### src/rtl/perf_pkg.sv
// Shared register map and bus state encoding for the Wishbone performance
// monitor and its per-channel counter slices.
package perf_pkg;

   localparam logic [11:0] OFF_CTRL   = 12'h000;
   localparam logic [11:0] OFF_STATUS = 12'h004;
   localparam logic [11:0] OFF_ID     = 12'h008;

   // Channel windows live in the 0x100 page, one stride per channel.
   localparam logic [3:0]  CHAN_PAGE     = 4'h1;
   localparam int          CHAN_STRIDE   = 'h10;
   localparam int          CHAN_IDX_LSB  = $clog2(CHAN_STRIDE);

   localparam logic [3:0]  CH_TIME    = 4'h0;
   localparam logic [3:0]  CH_ACK     = 4'h4;
   localparam logic [3:0]  CH_MAXLAT  = 4'h8;
   localparam logic [3:0]  CH_LASTLAT = 4'hC;

   localparam int          CTRL_CLR_BIT = 31;
   localparam logic [7:0]  ID_MAGIC     = 8'h50;

   typedef enum logic {S_IDLE, S_ACK} bus_state_e;

endpackage

### src/rtl/perf_chan.sv
// One monitored master: access-time, ack and latency counters with
// saturation, bus write-load and a global clear.
module perf_chan
   import perf_pkg::*;
#(
   parameter int CNT_W = 32,
   parameter int LAT_W = 16
) (
   input  logic             clk,
   input  logic             rst,
   input  logic             en_i,
   input  logic             clr_i,
   input  logic             m_cyc_i,
   input  logic             m_stb_i,
   input  logic             m_ack_i,
   input  logic             wr_time_i,
   input  logic             wr_ack_i,
   input  logic             wr_maxlat_i,
   input  logic [31:0]      wdat_i,
   output logic [CNT_W-1:0] time_o,
   output logic [CNT_W-1:0] ack_o,
   output logic [LAT_W-1:0] maxlat_o,
   output logic [LAT_W-1:0] lastlat_o,
   output logic             ovf_set_o
);

   localparam logic [CNT_W-1:0] CNT_MAX = '1;
   localparam logic [LAT_W-1:0] LAT_MAX = '1;

   function automatic logic [CNT_W-1:0] sat_inc_cnt(input logic [CNT_W-1:0] v);
      return (v == CNT_MAX) ? v : v + CNT_W'(1);
   endfunction

   function automatic logic [LAT_W-1:0] sat_inc_lat(input logic [LAT_W-1:0] v);
      return (v == LAT_MAX) ? v : v + LAT_W'(1);
   endfunction

   logic [CNT_W-1:0] time_q, time_d, ack_q, ack_d;
   logic [LAT_W-1:0] maxlat_q, maxlat_d, lastlat_q, lastlat_d, cur_q, cur_d;
   logic             busy, done, hit_ack;
   logic [LAT_W-1:0] lat_new;
   logic             unused_wdat;

   assign busy        = m_cyc_i & m_stb_i;
   assign done        = busy & m_ack_i;
   assign hit_ack     = m_cyc_i & m_ack_i;
   assign lat_new     = sat_inc_lat(cur_q);
   assign unused_wdat = ^wdat_i;

   // cur at all-ones while busy means either cur or cur+1 is clipping.
   assign ovf_set_o = en_i & ~clr_i &
                      ((busy & ~wr_time_i & (time_q == CNT_MAX)) |
                       (hit_ack & ~wr_ack_i & (ack_q == CNT_MAX)) |
                       (busy & (cur_q == LAT_MAX)));

   always_comb begin
      time_d    = time_q;
      ack_d     = ack_q;
      maxlat_d  = maxlat_q;
      lastlat_d = lastlat_q;
      cur_d     = cur_q;
      if (clr_i) begin
         time_d    = '0;
         ack_d     = '0;
         maxlat_d  = '0;
         lastlat_d = '0;
         cur_d     = '0;
      end else begin
         if (en_i) begin
            if (busy)    time_d = sat_inc_cnt(time_q);
            if (hit_ack) ack_d  = sat_inc_cnt(ack_q);
            if (done) begin
               lastlat_d = lat_new;
               if (lat_new > maxlat_q) maxlat_d = lat_new;
               cur_d = '0;
            end else if (busy) begin
               cur_d = lat_new;
            end else if (!m_cyc_i) begin
               cur_d = '0;
            end
         end
         if (wr_time_i)   time_d   = wdat_i[CNT_W-1:0];
         if (wr_ack_i)    ack_d    = wdat_i[CNT_W-1:0];
         if (wr_maxlat_i) maxlat_d = wdat_i[LAT_W-1:0];
      end
   end

   always_ff @(posedge clk or posedge rst) begin
      if (rst) begin
         time_q    <= '0;
         ack_q     <= '0;
         maxlat_q  <= '0;
         lastlat_q <= '0;
         cur_q     <= '0;
      end else begin
         time_q    <= time_d;
         ack_q     <= ack_d;
         maxlat_q  <= maxlat_d;
         lastlat_q <= lastlat_d;
         cur_q     <= cur_d;
      end
   end

   assign time_o    = time_q;
   assign ack_o     = ack_q;
   assign maxlat_o  = maxlat_q;
   assign lastlat_o = lastlat_q;

endmodule

### src/rtl/perf_counter_bank.sv
// Wishbone slave exposing per-master performance counters: bus FSM,
// address decode, CTRL/STATUS registers and the read-back mux.
module perf_counter_bank
   import perf_pkg::*;
#(
   parameter int N_CH  = 4,
   parameter int CNT_W = 32,
   parameter int LAT_W = 16
) (
   input  logic            clk,
   input  logic            rst,
   input  logic [31:0]     wb_adr,
   input  logic [31:0]     wb_dat_o,
   output logic [31:0]     wb_dat_i,
   input  logic            wb_we,
   input  logic            wb_stb,
   input  logic            wb_cyc,
   input  logic [3:0]      wb_sel,
   output logic            wb_ack,
   output logic            wb_rty,
   output logic            wb_err,
   input  logic [N_CH-1:0] m_cyc,
   input  logic [N_CH-1:0] m_stb,
   input  logic [N_CH-1:0] m_ack
);

   bus_state_e       state_q;
   logic             ack_q;
   logic [31:0]      rdat_q, rdat;
   logic [N_CH-1:0]  en_q, en_d, ovf_q, ovf_d, ovf_set;
   logic [11:0]      adr_w;
   logic             ch_region, access, wr_stb, clr;
   logic [3:0]       ch_idx, ch_off;
   logic             unused_bus;

   logic [CNT_W-1:0] ch_time   [N_CH];
   logic [CNT_W-1:0] ch_ack    [N_CH];
   logic [LAT_W-1:0] ch_maxlat [N_CH];
   logic [LAT_W-1:0] ch_lastlat[N_CH];

   assign adr_w      = {wb_adr[11:2], 2'b00};
   assign ch_region  = (adr_w[11:8] == CHAN_PAGE);
   assign ch_idx     = adr_w[CHAN_IDX_LSB +: 4];
   assign ch_off     = adr_w[CHAN_IDX_LSB-1:0];
   assign access     = wb_cyc & wb_stb & (state_q == S_IDLE);
   assign wr_stb     = access & wb_we;
   assign clr        = wr_stb & (adr_w == OFF_CTRL) & wb_dat_o[CTRL_CLR_BIT];
   assign unused_bus = ^{wb_sel, wb_adr[31:12], wb_adr[1:0]};

   for (genvar g = 0; g < N_CH; g++) begin : g_ch
      logic sel;
      assign sel = wr_stb & ch_region & (ch_idx == 4'(g));
      perf_chan #(.CNT_W(CNT_W), .LAT_W(LAT_W)) u_chan (
         .clk        (clk),
         .rst        (rst),
         .en_i       (en_q[g]),
         .clr_i      (clr),
         .m_cyc_i    (m_cyc[g]),
         .m_stb_i    (m_stb[g]),
         .m_ack_i    (m_ack[g]),
         .wr_time_i  (sel & (ch_off == CH_TIME)),
         .wr_ack_i   (sel & (ch_off == CH_ACK)),
         .wr_maxlat_i(sel & (ch_off == CH_MAXLAT)),
         .wdat_i     (wb_dat_o),
         .time_o     (ch_time[g]),
         .ack_o      (ch_ack[g]),
         .maxlat_o   (ch_maxlat[g]),
         .lastlat_o  (ch_lastlat[g]),
         .ovf_set_o  (ovf_set[g])
      );
   end

   // Fresh overflow events beat a same-cycle write-1-to-clear; CLR beats both.
   always_comb begin
      en_d  = en_q;
      ovf_d = ovf_q;
      if (wr_stb && adr_w == OFF_CTRL) en_d = wb_dat_o[N_CH-1:0];
      if (clr) begin
         ovf_d = '0;
      end else begin
         if (wr_stb && adr_w == OFF_STATUS) ovf_d = ovf_q & ~wb_dat_o[N_CH-1:0];
         ovf_d = ovf_d | ovf_set;
      end
   end

   always_ff @(posedge clk or posedge rst) begin
      if (rst) begin
         en_q  <= '1;
         ovf_q <= '0;
      end else begin
         en_q  <= en_d;
         ovf_q <= ovf_d;
      end
   end

   always_comb begin
      rdat = '0;
      if (adr_w == OFF_CTRL) begin
         rdat[N_CH-1:0] = en_q;
      end else if (adr_w == OFF_STATUS) begin
         rdat[N_CH-1:0] = ovf_q;
      end else if (adr_w == OFF_ID) begin
         rdat = {ID_MAGIC, 8'(N_CH), 8'(CNT_W), 8'(LAT_W)};
      end else if (ch_region) begin
         for (int i = 0; i < N_CH; i++) begin
            if (ch_idx == 4'(i)) begin
               case (ch_off)
                  CH_TIME:    rdat[CNT_W-1:0] = ch_time[i];
                  CH_ACK:     rdat[CNT_W-1:0] = ch_ack[i];
                  CH_MAXLAT:  rdat[LAT_W-1:0] = ch_maxlat[i];
                  CH_LASTLAT: rdat[LAT_W-1:0] = ch_lastlat[i];
                  default:    rdat = '0;
               endcase
            end
         end
      end
   end

   always_ff @(posedge clk or posedge rst) begin
      if (rst) begin
         state_q <= S_IDLE;
         ack_q   <= 1'b0;
         rdat_q  <= '0;
      end else begin
         case (state_q)
            S_IDLE: begin
               if (wb_cyc && wb_stb) begin
                  state_q <= S_ACK;
                  ack_q   <= 1'b1;
                  rdat_q  <= wb_we ? 32'h0 : rdat;
               end
            end
            S_ACK: begin
               state_q <= S_IDLE;
               ack_q   <= 1'b0;
            end
            default: begin
               state_q <= S_IDLE;
               ack_q   <= 1'b0;
            end
         endcase
      end
   end

   assign wb_ack   = ack_q;
   assign wb_dat_i = rdat_q;
   assign wb_rty   = 1'b0;
   assign wb_err   = 1'b0;

endmodule

### config.mk
export PLATFORM = sky130hd
export DESIGN_NAME = perf_counter_bank
export DESIGN_NICKNAME = d
export VERILOG_FILES = /design/src/rtl/perf_pkg.sv /design/src/rtl/perf_chan.sv /design/src/rtl/perf_counter_bank.sv
export SDC_FILE = /design/constraint.sdc
export NUM_CORES = 2
export LEC_CHECK = 0
export ABC_CLOCK_PERIOD_IN_PS = 18870
export CAP_MARGIN = 20
export CORE_MARGIN = 2
export CORE_UTILIZATION = 55
export DETAILED_ROUTE_END_ITERATION = 8
export PLACE_DENSITY = 0.75
export RECOVER_POWER = 50
export SLEW_MARGIN = 40
export SYNTH_ARGS = -nofsm -noshare
export SYNTH_HDL_FRONTEND = slang
export SYNTH_SLANG_ARGS = --single-unit
### constraint.sdc
create_clock -name clk -period 18.87 [get_ports clk]
set_input_delay 5.661 -clock clk [delete_from_list [all_inputs] [get_ports clk]]
set_output_delay 5.661 -clock clk [all_outputs]
set_load 0.02 [all_outputs]
# Word-level counts from Yosys, hierarchy flattened
# Index checks and enable logic that the tools add are counted.
[word_totals]
register_bits = 490
latch_bits = 0
ramBits = 0
mem_bits_ro = 0
output_inout_bits = 35
mem_count = 0
[classes]
addsub = 12
n_mul = 0
div_mod_pow = 0
magnitude_cmp = 4
eq_ne = 34
shifts = 0
n_mux = 126
bitwise = 83
reduce_logical = 64
[op_table]
columns = ["op", "n"]
rows = [
  ["2-to-1 mux 32 bit", 51],
  ["2-to-1 mux 16 bit", 56],
  ["adder 32 x 1 -> 32 bit (second input constant)", 8],
  ["equality test 32 bit (second input constant)", 8],
  ["case mux 16 bit (4 select lines)", 4],
  ["case mux 16 bit (3 select lines)", 3],
  ["nonzero test 3 bit", 28],
  ["adder 16 x 1 -> 16 bit (second input constant)", 4],
  ["equality test 16 bit (second input constant)", 4],
  ["greater-than comparator 16 bit", 4],
  ["AND 1 bit", 62],
  ["2-to-1 mux 28 bit", 2],
  ["AND reduction 3 bit", 12],
  ["case mux 16 bit (2 select lines)", 1],
  ["inequality test 3 x 1 -> 1 bit (second input constant)", 8],
  ["2-to-1 mux 4 bit", 5],
  ["AND reduction 2 bit", 9],
  ["inequality test 4 x 1 -> 1 bit (second input constant)", 4],
  ["nonzero test 2 bit", 8],
  ["logical NOT 12 bit", 1],
  ["equality test 10 x 1 -> 1 bit (second input constant)", 1],
  ["equality test 10 x 2 -> 1 bit (second input constant)", 1],
  ["inverter 1 bit", 10],
  ["equality test 4 x 1 -> 1 bit (second input constant)", 2],
  ["other kinds (13)", 27],
]

# Longest topological paths before layout
[logic_depth]
word_depth = 18
ltp_mapped = 17

# Hierarchy
# Synthesis repeated with hierarchy kept, for this count alone.
[unflattened]
hier_cells = 3741
area_unflattened_um2 = 33228.1
[modules_own_cells]
columns = ["mod", "instances", "cells_per_inst", "area_each_um2", "seq_area_each_um2"]
rows = [
  ["perf_chan at g_ch[2].u_chan", 1, 869, 7490.9, 2802.7],
  ["perf_chan at g_ch[3].u_chan", 1, 811, 7028.0, 2802.7],
  ["perf_chan at g_ch[1].u_chan", 1, 782, 6881.6, 2802.7],
  ["perf_chan at g_ch[0].u_chan", 1, 791, 6871.6, 2802.7],
  ["perf_counter_bank", 1, 488, 4956.0, 1056.0],
]

# Worst setup path before layout
# OpenSTA, ideal clock, no wires.
[synth_path]
kind = "input -> register"
from = "input wb_adr[7]"
to = "register g_ch[3].u_chan.ack_q[31]"
setup_ns = 0.137
arrival_time_ns = 7.462
t_required_ns = 18.733
slack_ns = 11.271
path_stages = 9
cell_sequence = "buf_2 or4_1 clkbuf_1 or3_1 clkbuf_1 buf_2 clkbuf_1 o21ai_0 a21oi_1"
[synth_via]
elab_chain_cells = 5
elab_cells_between_ends = 12
classes_between = "2 x eq/ne; 2 x mux; 4 x bitwise; 4 x reduce/logical"
[synth_lines]
columns = ["item", "line", "source"]
rows = [
  ["start, declared", "perf_counter_bank.sv:12", "input logic [31:0] wb_adr,"],
  ["logical NOT 12 bit or equality test 4 x 2 -> 1 bit (tied branches)", "perf_counter_bank.sv:47, perf_counter_bank.sv:52", ""],
  ["AND 1 bit (on tied branches)", "perf_counter_bank.sv:47, perf_counter_bank.sv:52", ""],
  ["AND 1 bit (on tied branches)", "perf_counter_bank.sv:47, perf_counter_bank.sv:62", ""],
  ["inequality test 3 x 1 -> 1 bit (no source line) (tied with other cells)", "-", ""],
  ["AND reduction 3 bit (no source line) or 2-to-1 mux 32 bit (tied branches)", "-", ""],
  ["end signal, assigned", "perf_chan.sv:97", "ack_q <= ack_d;"],
  ["end, declared", "perf_chan.sv:38", "logic [CNT_W-1:0] time_q, time_d, ack_q, ack_d;"],
]
# Several ways; a longest one is shown, not always the timed one.
# A chain may end at the register's enable or synchronous reset.

==> impl_metrics.json <==
{
  "dp_cells": 4275,
  "hold_viol": 0,
  "via_count": 29500,
  "antenna_left": 0,
  "synthTopCellsByArea": "dfrtp_1 39%, a21oi_1 5.6%, o21ai_0 5.4%",
  "synthCells": 3609,
  "layout.cells.non_filler": 4375,
  "vias_per_cell": 6.74,
  "pwr-share-comb": 0.051,
  "yosysWarnings": 0,
  "die-height_um": 243,
  "postCtsSetupBuffers": 0,
  "cp_data_arrival_time_ns": 11.98,
  "chipWidth_um": 243,
  "cts_hold_buffers": 0,
  "final_common_cell": "dfrtp_1",
  "rsz0062_at_grt": "no",
  "insertion_delay_ns": 0.64,
  "synthFlopType": "dfrtp_1",
  "syn_area_um2": 31500,
  "p_sw_mw": 0.551,
  "worstSetupEndpointType": "async pin",
  "cts-htree-levels": 2,
  "grt_remaining_overflow": 0,
  "dpl.hpwl_mm": 73.9,
  "fin_util": 0.613,
  "diodes": 0,
  "timing.fmax_mhz": 79.6,
  "port_buffers": 91,
  "numCtsBuffers": 56,
  "routed_wirelength_mm": 107,
  "finClkSkew_ns": 0.0469,
  "synthArstFlopShare": 1.00,
  "crit_fanout": 95,
  "core_area_um2": 56500,
  "finalSetupTns_ns": 0,
  "drive_gt1_frac": 0.0815,
  "cts_resized": 0,
  "cts_sinks": 490,
  "power_frac_seq": 0.470,
  "yosys.area.top_type": "dfrtp_1",
  "initial_core_util": 0.557,
  "antenna_found_initial": 1,
  "swShare": 0.244,
  "ys_types": 86,
  "critPathRequiredTime_ns": 18.28,
  "clock_power_share": 0.480,
  "place_congestion": 0.999,
  "internal-power_mw": 1.71,
  "violations": "max-capacitance violations, max-slew violations",
  "nets": 3738,
  "rows": 87,
  "final_max_slew_viol_count": 407,
  "status": "finished, violations left",
  "r2r_setup_slack_ns": 13.52,
  "grt_usage": 0.357,
  "start_kind": "input port",
  "synth_area_per_cell_um2": 8.72,
  "fin_crit_sh": 0.666,
  "powerDensity_nw_per_um2": 65.4,
  "fill_cells": 4781,
  "finalSetupViolations": 0,
  "seq_area_frac_synth": 0.390,
  "area_growth_pct": 9.97,
  "dieArea_um2": 59200,
  "netlist.area_leader.share": 0.386,
  "path_clk_slew_ns": 0.06,
  "max-slew-margin-rel": -2.58,
  "dr.pass1.iters": 8,
  "drt_iter0_drc": 3991,
  "p_leak_nw": 14.6,
  "cts_buffer_depth": 3,
  "fin_crit_ns": 12.57,
  "power.total_mw": 2.26,
  "wl_per_cell_um": 24.4,
  "grt_pass1_vias": 27100,
  "grt_pass1_wl_mm": 164,
  "final_cell_mix": "486 x dfrtp_1, 352 x a21oi_1, 350 x nand2_1, 340 x o21ai_0, 258 x nor2_1",
  "hp-class": "reg -> reg",
  "tightestPinTransition_ns": 5.37,
  "drcViolationCount": 0,
  "synth_seq_cells": 490,
  "crit_type": "in -> async",
  "cts_tree": "done",
  "cap_violations": 6,
  "clock-root-buffer": "clkbuf_16",
  "synth_edf_count": 0,
  "worst_ir_drop_vdd_mv": 0.0734,
  "grt_max_degree": 96,
  "ios": 120
}
-- path summary, 6_finish.rpt --
path,startpoint,end,depth (start not counted)
worst min register to register,state_q,wb_ack,1
worst min-delay path,state_q,wb_ack,1
min in group asynchronous,rst,g_ch[0].u_chan.time_o[31],3
worst max register to register,state_q,g_ch[0].u_chan.cur_q[8],8
worst max-delay path,rst,g_ch[1].u_chan.maxlat_o[9],4
max in group clk,wb_cyc,g_ch[0].u_chan.cur_q[8],9
-- synth_stat cells, drive strengths merged (65+ instances only) --
cell type,instances
o21ai,351
o211ai,65
mux2i,128
clkbuf,158
ha,76
inv,120
xor2,77
nor2,263
nand2,361
buf,77
nor3,125
nand4,94
nand3,180
xnor2,95
dfrtp,486
a21oi,353
-- sequential cells by signal, summed over array words and instances (netlist names) --
name	cells
g_ch.u_chan.ack_o	128
en_q	4
g_ch.u_chan.time_o	128
g_ch.u_chan.maxlat_o	64
wb_dat_i	32
ovf_q	4
g_ch.u_chan.cur_q	64
wb_ack	1
state_q	1
g_ch.u_chan.lastlat_o	64
-- cell families (layout without fill, tap and decap cells) --
family	Yosys count	after routing	synth area share
AND/OR/NAND/NOR	1290	1290	0.204
AO/OA/AOI/OAI	1021	1021	0.191
flip-flops	490	490	0.390
buffers and inverters	355	364	0.0463
multiplexers	204	204	0.0908
XOR/XNOR	172	172	0.0479
adder cells (fa/ha/maj)	76	76	0.0302
other	1	2	0.000119
-- final cells by class --
| class | count | area [um^2] | area share |
|---|---|---|---|
| multi-input combinational | 2765 | 17900 | 0.517 |
| sequential | 490 | 12300 | 0.354 |
| clock buffer | 85 | 1680 | 0.0486 |
| timing repair buffer | 144 | 1260 | 0.0365 |
| tap | 756 | 946 | 0.0273 |
| inverter | 120 | 454 | 0.0131 |
| clock inverter | 15 | 110 | 0.00318 |
-- power groups by stage --
| stage | registers, mW | clock network (mW) | logic (mW) |
|---|---|---|---|
| after floorplan | 1.08 | 0 | 0.0602 |
| after global placement | 1.08 | 0 | 0.113 |
| after detailed placement | 1.08 | 0 | 0.114 |
| after CTS | 1.06 | 1.09 | 0.114 |
| after global routing | 1.06 | 1.13 | 0.120 |
| final | 1.06 | 1.09 | 0.115 |
-- per-stage QoR --
step | hold WS [ns] | setup WS [ns] | instance area, um^2
after floorplan | 0.404 | 6.57 | 31500
after global placement | 0.428 | 8.97 | 32800
after detailed placement | 0.427 | 9.21 | 32800
after CTS | 0.435 | 9.82 | 34600
after global routing | 0.450 | 4.92 | 34600
final | 0.433 | 6.30 | 34600
-- critical path, stage by stage --
cell	delay, ns
dlygate4sd3_1	0.57
clkinvlp_4	0.07
clkbuf_1	1.72
clkbuf_1	3.86
-- layer usage --
metal / global-route usage / vias up / wire (um)
met4: 0.212 / 2 / 7720
met5: 0 / - / 13
met2: 0.494 / 1785 / 43100
met3: 0.0792 / 372 / 12600
met1: 0.510 / 14100 / 43200
li1: - / 13200 / -
Note: power is estimated with default switching activity, not from simulation.
